## src/rtl/ugv_motion_sequencer.sv

```systemverilog
// ugv_motion_sequencer: motion-command sequencer for the UGV H-bridge PWM stage.
// Ramps the shared duty word towards the commanded speed, brakes to zero and
// inserts dead time before any direction change, and auto-stops on command silence.
module ugv_motion_sequencer #(
    parameter int unsigned RAMP_DIV    = 1000,
    parameter int unsigned RAMP_STEP   = 4,
    parameter int unsigned DEADTIME    = 5000,
    parameter int unsigned WDOG_CYCLES = 1000000
) (
    input  logic       clk,
    input  logic       rst,
    input  logic       cmd_valid,
    output logic       cmd_ready,
    input  logic [7:0] cmd_speed,
    input  logic [1:0] cmd_dir,
    output logic [7:0] duty,
    output logic       in1,
    output logic       in2,
    output logic       in3,
    output logic       in4,
    output logic       busy,
    output logic       wdog_trip
);

    typedef enum logic [2:0] {
        S_IDLE,
        S_RAMP,
        S_RUN,
        S_BRAKE,
        S_DEAD
    } state_t;

    localparam logic [1:0]  DIR_STOP  = 2'b00;
    localparam logic [7:0]  STEP8     = 8'(RAMP_STEP);
    localparam logic [31:0] DIV_LAST  = 32'(RAMP_DIV - 1);
    localparam logic [31:0] DEAD_LAST = 32'(DEADTIME - 1);
    localparam logic [31:0] WDOG_LAST = 32'(WDOG_CYCLES - 1);
    localparam bit          WDOG_EN   = (WDOG_CYCLES != 0);

    state_t      state_q, state_d;
    logic [7:0]  duty_q, duty_d;
    logic [7:0]  target_q, target_d;
    logic [1:0]  dir_q, dir_d;
    logic [1:0]  pend_dir_q, pend_dir_d;
    logic [7:0]  pend_speed_q, pend_speed_d;
    logic [31:0] presc_q, presc_d;
    logic [31:0] dead_q, dead_d;
    logic [31:0] wdog_q, wdog_d;
    logic        wdog_trip_q, wdog_trip_d;
    logic        cmd_ready_q, cmd_ready_d;
    logic        busy_q, busy_d;
    logic [3:0]  pins_q, pins_d;

    logic accept;
    logic moving;
    logic ramping;
    logic tick;
    logic trip;

    function automatic logic [3:0] pin_map(input logic [1:0] d);
        case (d)
            2'b01:   return 4'b1010;
            2'b10:   return 4'b0110;
            2'b11:   return 4'b1001;
            default: return 4'b0000;
        endcase
    endfunction

    // Saturating step towards tgt; comparing the remaining gap against the step
    // gives the same result as 9-bit add/subtract with clamping, without a carry bit.
    function automatic logic [7:0] ramp_step(input logic [7:0] cur, input logic [7:0] tgt);
        logic [7:0] r;
        r = cur;
        if (cur < tgt) begin
            r = ((tgt - cur) <= STEP8) ? tgt : cur + STEP8;
        end else if (cur > tgt) begin
            r = ((cur - tgt) <= STEP8) ? tgt : cur - STEP8;
        end
        return r;
    endfunction

    // Next-state computation: ramping, dead time, watchdog, then command acceptance
    // (an accept or watchdog trip overrides any ramp step due on the same clock).
    always_comb begin
        state_d      = state_q;
        duty_d       = duty_q;
        target_d     = target_q;
        dir_d        = dir_q;
        pend_dir_d   = pend_dir_q;
        pend_speed_d = pend_speed_q;
        dead_d       = dead_q;
        wdog_d       = wdog_q;
        wdog_trip_d  = wdog_trip_q;
        presc_d      = '0;
        trip         = 1'b0;

        accept  = cmd_valid & cmd_ready_q;
        moving  = ((state_q == S_RAMP) || (state_q == S_RUN)) && (dir_q != DIR_STOP);
        ramping = (state_q == S_RAMP) || (state_q == S_BRAKE);
        tick    = ramping && (presc_q == DIV_LAST);

        if (tick) begin
            duty_d = ramp_step(duty_q, target_q);
        end

        if (accept) begin
            wdog_d = '0;
        end else if (WDOG_EN && moving) begin
            if (wdog_q == WDOG_LAST) begin
                trip   = 1'b1;
                wdog_d = '0;
            end else begin
                wdog_d = wdog_q + 32'd1;
            end
        end else begin
            wdog_d = '0;
        end

        case (state_q)
            S_RAMP: begin
                if (duty_d == target_q) begin
                    state_d = S_RUN;
                end
            end
            S_BRAKE: begin
                if (duty_d == '0) begin
                    state_d = S_DEAD;
                    dir_d   = DIR_STOP;
                    dead_d  = '0;
                end
            end
            S_DEAD: begin
                if (dead_q == DEAD_LAST) begin
                    dead_d = '0;
                    if (pend_dir_q == DIR_STOP) begin
                        state_d = S_IDLE;
                    end else begin
                        dir_d    = pend_dir_q;
                        target_d = pend_speed_q;
                        state_d  = (pend_speed_q == '0) ? S_RUN : S_RAMP;
                    end
                end else begin
                    dead_d = dead_q + 32'd1;
                end
            end
            default: ;
        endcase

        if (accept) begin
            wdog_trip_d = 1'b0;
            duty_d      = duty_q;
            if (cmd_dir == DIR_STOP) begin
                pend_dir_d = DIR_STOP;
                target_d   = '0;
                state_d    = S_BRAKE;
            end else if (cmd_dir == dir_q) begin
                target_d = cmd_speed;
                state_d  = (duty_q == cmd_speed) ? S_RUN : S_RAMP;
            end else if ((dir_q == DIR_STOP) && (duty_q == '0)) begin
                dir_d    = cmd_dir;
                target_d = cmd_speed;
                state_d  = S_RAMP;
            end else begin
                pend_dir_d   = cmd_dir;
                pend_speed_d = cmd_speed;
                target_d     = '0;
                state_d      = S_BRAKE;
            end
        end else if (trip) begin
            wdog_trip_d = 1'b1;
            duty_d      = duty_q;
            pend_dir_d  = DIR_STOP;
            target_d    = '0;
            state_d     = S_BRAKE;
        end

        // The prescaler restarts on every state entry and on every accepted command.
        if ((state_d == state_q) && ramping && !accept && !trip) begin
            presc_d = tick ? '0 : presc_q + 32'd1;
        end

        cmd_ready_d = (state_d == S_IDLE) || (state_d == S_RAMP) || (state_d == S_RUN);
        busy_d      = (state_d != S_IDLE);
        pins_d      = pin_map(dir_d);
    end

    // State and registered outputs; asynchronous active-high reset.
    always_ff @(posedge clk or posedge rst) begin
        if (rst) begin
            state_q      <= S_IDLE;
            duty_q       <= '0;
            target_q     <= '0;
            dir_q        <= '0;
            pend_dir_q   <= '0;
            pend_speed_q <= '0;
            presc_q      <= '0;
            dead_q       <= '0;
            wdog_q       <= '0;
            wdog_trip_q  <= 1'b0;
            cmd_ready_q  <= 1'b0;
            busy_q       <= 1'b0;
            pins_q       <= '0;
        end else begin
            state_q      <= state_d;
            duty_q       <= duty_d;
            target_q     <= target_d;
            dir_q        <= dir_d;
            pend_dir_q   <= pend_dir_d;
            pend_speed_q <= pend_speed_d;
            presc_q      <= presc_d;
            dead_q       <= dead_d;
            wdog_q       <= wdog_d;
            wdog_trip_q  <= wdog_trip_d;
            cmd_ready_q  <= cmd_ready_d;
            busy_q       <= busy_d;
            pins_q       <= pins_d;
        end
    end

    assign cmd_ready          = cmd_ready_q;
    assign duty               = duty_q;
    assign {in1, in2, in3, in4} = pins_q;
    assign busy               = busy_q;
    assign wdog_trip          = wdog_trip_q;

endmodule

```

## config.mk

```make
export PLATFORM = sky130hd
export DESIGN_NAME = ugv_motion_sequencer
export DESIGN_NICKNAME = d
export VERILOG_FILES = /design/src/rtl/ugv_motion_sequencer.sv
export SDC_FILE = /design/constraint.sdc
export NUM_CORES = 1
export LEC_CHECK = 0
export CAP_MARGIN = 10
export CELL_PAD_IN_SITES_DETAIL_PLACEMENT = 0
export CELL_PAD_IN_SITES_GLOBAL_PLACEMENT = 1
export CORE_MARGIN = 2
export CORE_UTILIZATION = 48
export DETAILED_ROUTE_END_ITERATION = 10
export GPL_TIMING_DRIVEN = 0
export PLACE_DENSITY_LB_ADDON = 0.2
export SLEW_MARGIN = 20
export SYNTH_ARGS = -nofsm -noshare
export SYNTH_HDL_FRONTEND = slang
export SYNTH_SLANG_ARGS = --single-unit
```

## constraint.sdc

```tcl
create_clock -name clk -period 6.05 [get_ports clk]
set_input_delay 0.9075 -clock clk [delete_from_list [all_inputs] [get_ports clk]]
set_output_delay 0.9075 -clock clk [all_outputs]
set_load 0.02 [all_outputs]
```

==> flow_summary.json <==
{
  "run_status": "finished, final reports clean",
  "grt_max_degree": 77,
  "nets": 1057,
  "path_cells": "buf_1 > inv_1 > ha_1 > buf_4 > nand2_1 > a211oi_1 > mux2i_1 > or4_4 > nor3_4 > o21ai_0 > mux2i_1 > a211o_1 > nor3_2 > and3_1 > a21oi_1 > mux2_2 > ha_1 > inv_1",
  "vias": 7231,
  "cts_tree": "done",
  "gp_congestion": 0.906,
  "cp_slowest_cell": "or4_4",
  "die_height_um": 135,
  "hold_buffers": 0,
  "htree_num_levels": 4,
  "final_common_cell": "dfrtp_1",
  "cts_setup_buffers": 0,
  "fin_worst_skew_ns": 0.0168,
  "track_usage": 0.253,
  "reg2reg_from": "duty[4]",
  "finalCritPeriodShare": 0.884,
  "synth_seq_cells": 133,
  "grt_first_pass_wirelength_mm": 36.5,
  "r2r-end": "pins_q[1]",
  "synth_edf_count": 0,
  "dieArea_um2": 18200,
  "vias_per_cell": 5.77,
  "die_w_um": 135,
  "hold_viol": 0,
  "wl_per_cell_um": 17.3,
  "grt_busiest_layer": "met1",
  "area_growth_pct": 14.2,
  "hold_path_end": "wdog_q[0]",
  "numPortBuffers": 27,
  "drive_gt1_frac": 0.0648,
  "whs_path_depth": 1,
  "vdd_drop_max_mv": 0.235,
  "maxSlewViolCount": 0,
  "fill_cells": 1606,
  "p_leak_nw": 3.89,
  "ys.flop_type": "dfrtp_1",
  "drt_iter0_markers": 455,
  "setup_tns_ns": 0,
  "met1_usage": 0.391,
  "rows": 47,
  "min_period_ns": 5.35,
  "hold_class": "flop to flop",
  "ant_nets": 0,
  "max-slew-margin-rel": 0.431,
  "final_cell_mix": "133 x dfrtp_1, 129 x nor2_1, 112 x nand2_1",
  "cp_top_family": "simple AND/OR/NAND/NOR gates",
  "holdWs_ns": 0.496,
  "crit_buf_inv": 4,
  "met3_usage": 0.0432,
  "crit_path_start_kind": "flop",
  "reg2regPathDepth": 18,
  "synth.largest_area_cell": "dfrtp_1",
  "cts-buffers-inserted": 17,
  "cap_violations": 0,
  "ctsResizeCount": 0,
  "grt_overflow": 0,
  "clk_pin_slew_ns": 0.07,
  "yosysSeqAreaShare": 0.404,
  "drc": 0,
  "yosys.area.top_type_share": 0.404,
  "worstSetupEndpointType": "flop",
  "crit_type": "flop to flop",
  "holdCritStartpoint": "wdog_q[0]",
  "clock_sinks": 133,
  "clkLatencyLatePin_ns": 0.43,
  "routed_wl_mm": 21.7,
  "start_util": 0.493,
  "ys_top_cells_by_area": "dfrtp_1 40%, nor2_1 5.9%, xor2_1 5.4%",
  "crit_arrival_ns": 5.67,
  "core_area_um2": 16700,
  "dpl.hpwl_mm": 15.6,
  "antenna_found_initial": 0,
  "use_met2": 0.365,
  "max_stage_delay_ns": 0.59,
  "p_per_area_nw_per_um2": 208,
  "antenna_cells": 0,
  "ff2ff_setup_slack_ns": 0.70,
  "rsz0062_at_grt": "false",
  "ys_warn_count": 0,
  "synthDistinctLibCells": 70,
  "syn_avg_cell_area_um2": 8.45,
  "worst_slew_pin_slew_ns": 0.847,
  "cts-root-buf": "clkbuf_16",
  "fmax_ghz": 0.187,
  "syn_nets": 1010,
  "first_pass_iters": 5,
  "ios": 28,
  "clockBufferDepth": 2,
  "cp.required_ns": 6.37,
  "grt_pass1_vias": 7007,
  "syn_area_um2": 8230,
  "setup_viol": 0,
  "cp_max_fo": 10,
  "synthCells": 974,
  "synthArstFlopShare": 1.00
}
-- metrics by stage --
step           setup WS [ns]  total power [mW]  std cells   util  instance area [um^2]
4_1_cts                0.745              1.97       1254  0.563                  9400
2_1_floorplan           1.55             0.922        974      -                  8230
5_1_grt                0.237              2.01       1254  0.563                  9400
3_5_place_dp           0.796             0.943       1222  0.528                  8820
6_report               0.704              1.96       1254  0.563                  9400
3_3_place_gp          -0.467             0.941       1221  0.526                  8780
-- metal layers --
| metal | vias up | part of all wire |
|---|---|---|
| met5 | - | 0 |
| met4 | 0 | 0.0096 |
| met2 | 195 | 0.43 |
| met3 | 19 | 0.057 |
| li1 | 3572 | - |
| met1 | 3445 | 0.51 |
-- synth_stat cells (6+ instances only) --
cell type,count
nand4_1,17
nor2_1,129
a211oi_1,6
xor2_1,51
ha_1,23
a31oi_1,9
a21oi_1,40
nor4_1,24
o211ai_1,6
o21ai_0,68
mux2_2,10
nor3_1,23
clkbuf_1,29
buf_2,7
o21ai_1,17
nor4b_1,8
o21a_1,8
xnor2_1,34
nand2_1,112
or3_1,9
nand3_1,54
dfrtp_1,133
inv_1,26
nand2b_1,8
and3_1,35
-- final cells by class --
class                           instances  area, um^2  area share
Buffer                                 39         166      0.0177
Clock buffer                           18         439      0.0467
Clock inverter                         14         145      0.0154
Inverter                               26         105      0.0112
Multi-Input combinational cell        776        4650       0.494
Sequential cell                       133        3330       0.354
Tap cell                              220         275      0.0293
Timing Repair Buffer                   28         298      0.0317
-- where the power goes --
part	internal, mW	switching [mW]	total (mW)
clock	0.588	0.446	1.03
combinational	0.0114	0.0245	0.0359
sequential	0.889	0	0.889
-- sequential cells by signal, indices dropped and copies added (netlist names), 2 cells and up --
register / cells
pins_q: 3
state_q: 3
target_q: 8
dead_q: 32
dir_q: 2
pend_speed_q: 8
pend_dir_q: 2
presc_q: 32
duty: 8
wdog_q: 32
-- cells by family (layout without fill, tap and decap cells) --
kind of cell    count (synthesis)  after routing  synth area share
simple gates                  451            451             0.267
compound gates                205            205             0.155
flops                         133            133             0.404
xor+xnor                       85             85            0.0904
mux                            12             12            0.0161
buf+inv                        65            125            0.0321
fa+ha+maj                      23             23            0.0350
-- worst max path at each step --
stage / start / endpoint / slack, ns / cells after the start
after floorplan: duty[6] / pins_q[1] / 1.55 / 18
after global placement: rst / wdog_q[4] / -0.47 / 2
after detailed placement: duty[4] / pins_q[1] / 0.80 / 18
after CTS: duty[4] / pins_q[1] / 0.75 / 18
after global routing: duty[4] / dead_q[15] / 0.24 / 17
final: duty[4] / pins_q[1] / 0.70 / 18
Note: power is estimated with default switching activity, not from simulation.
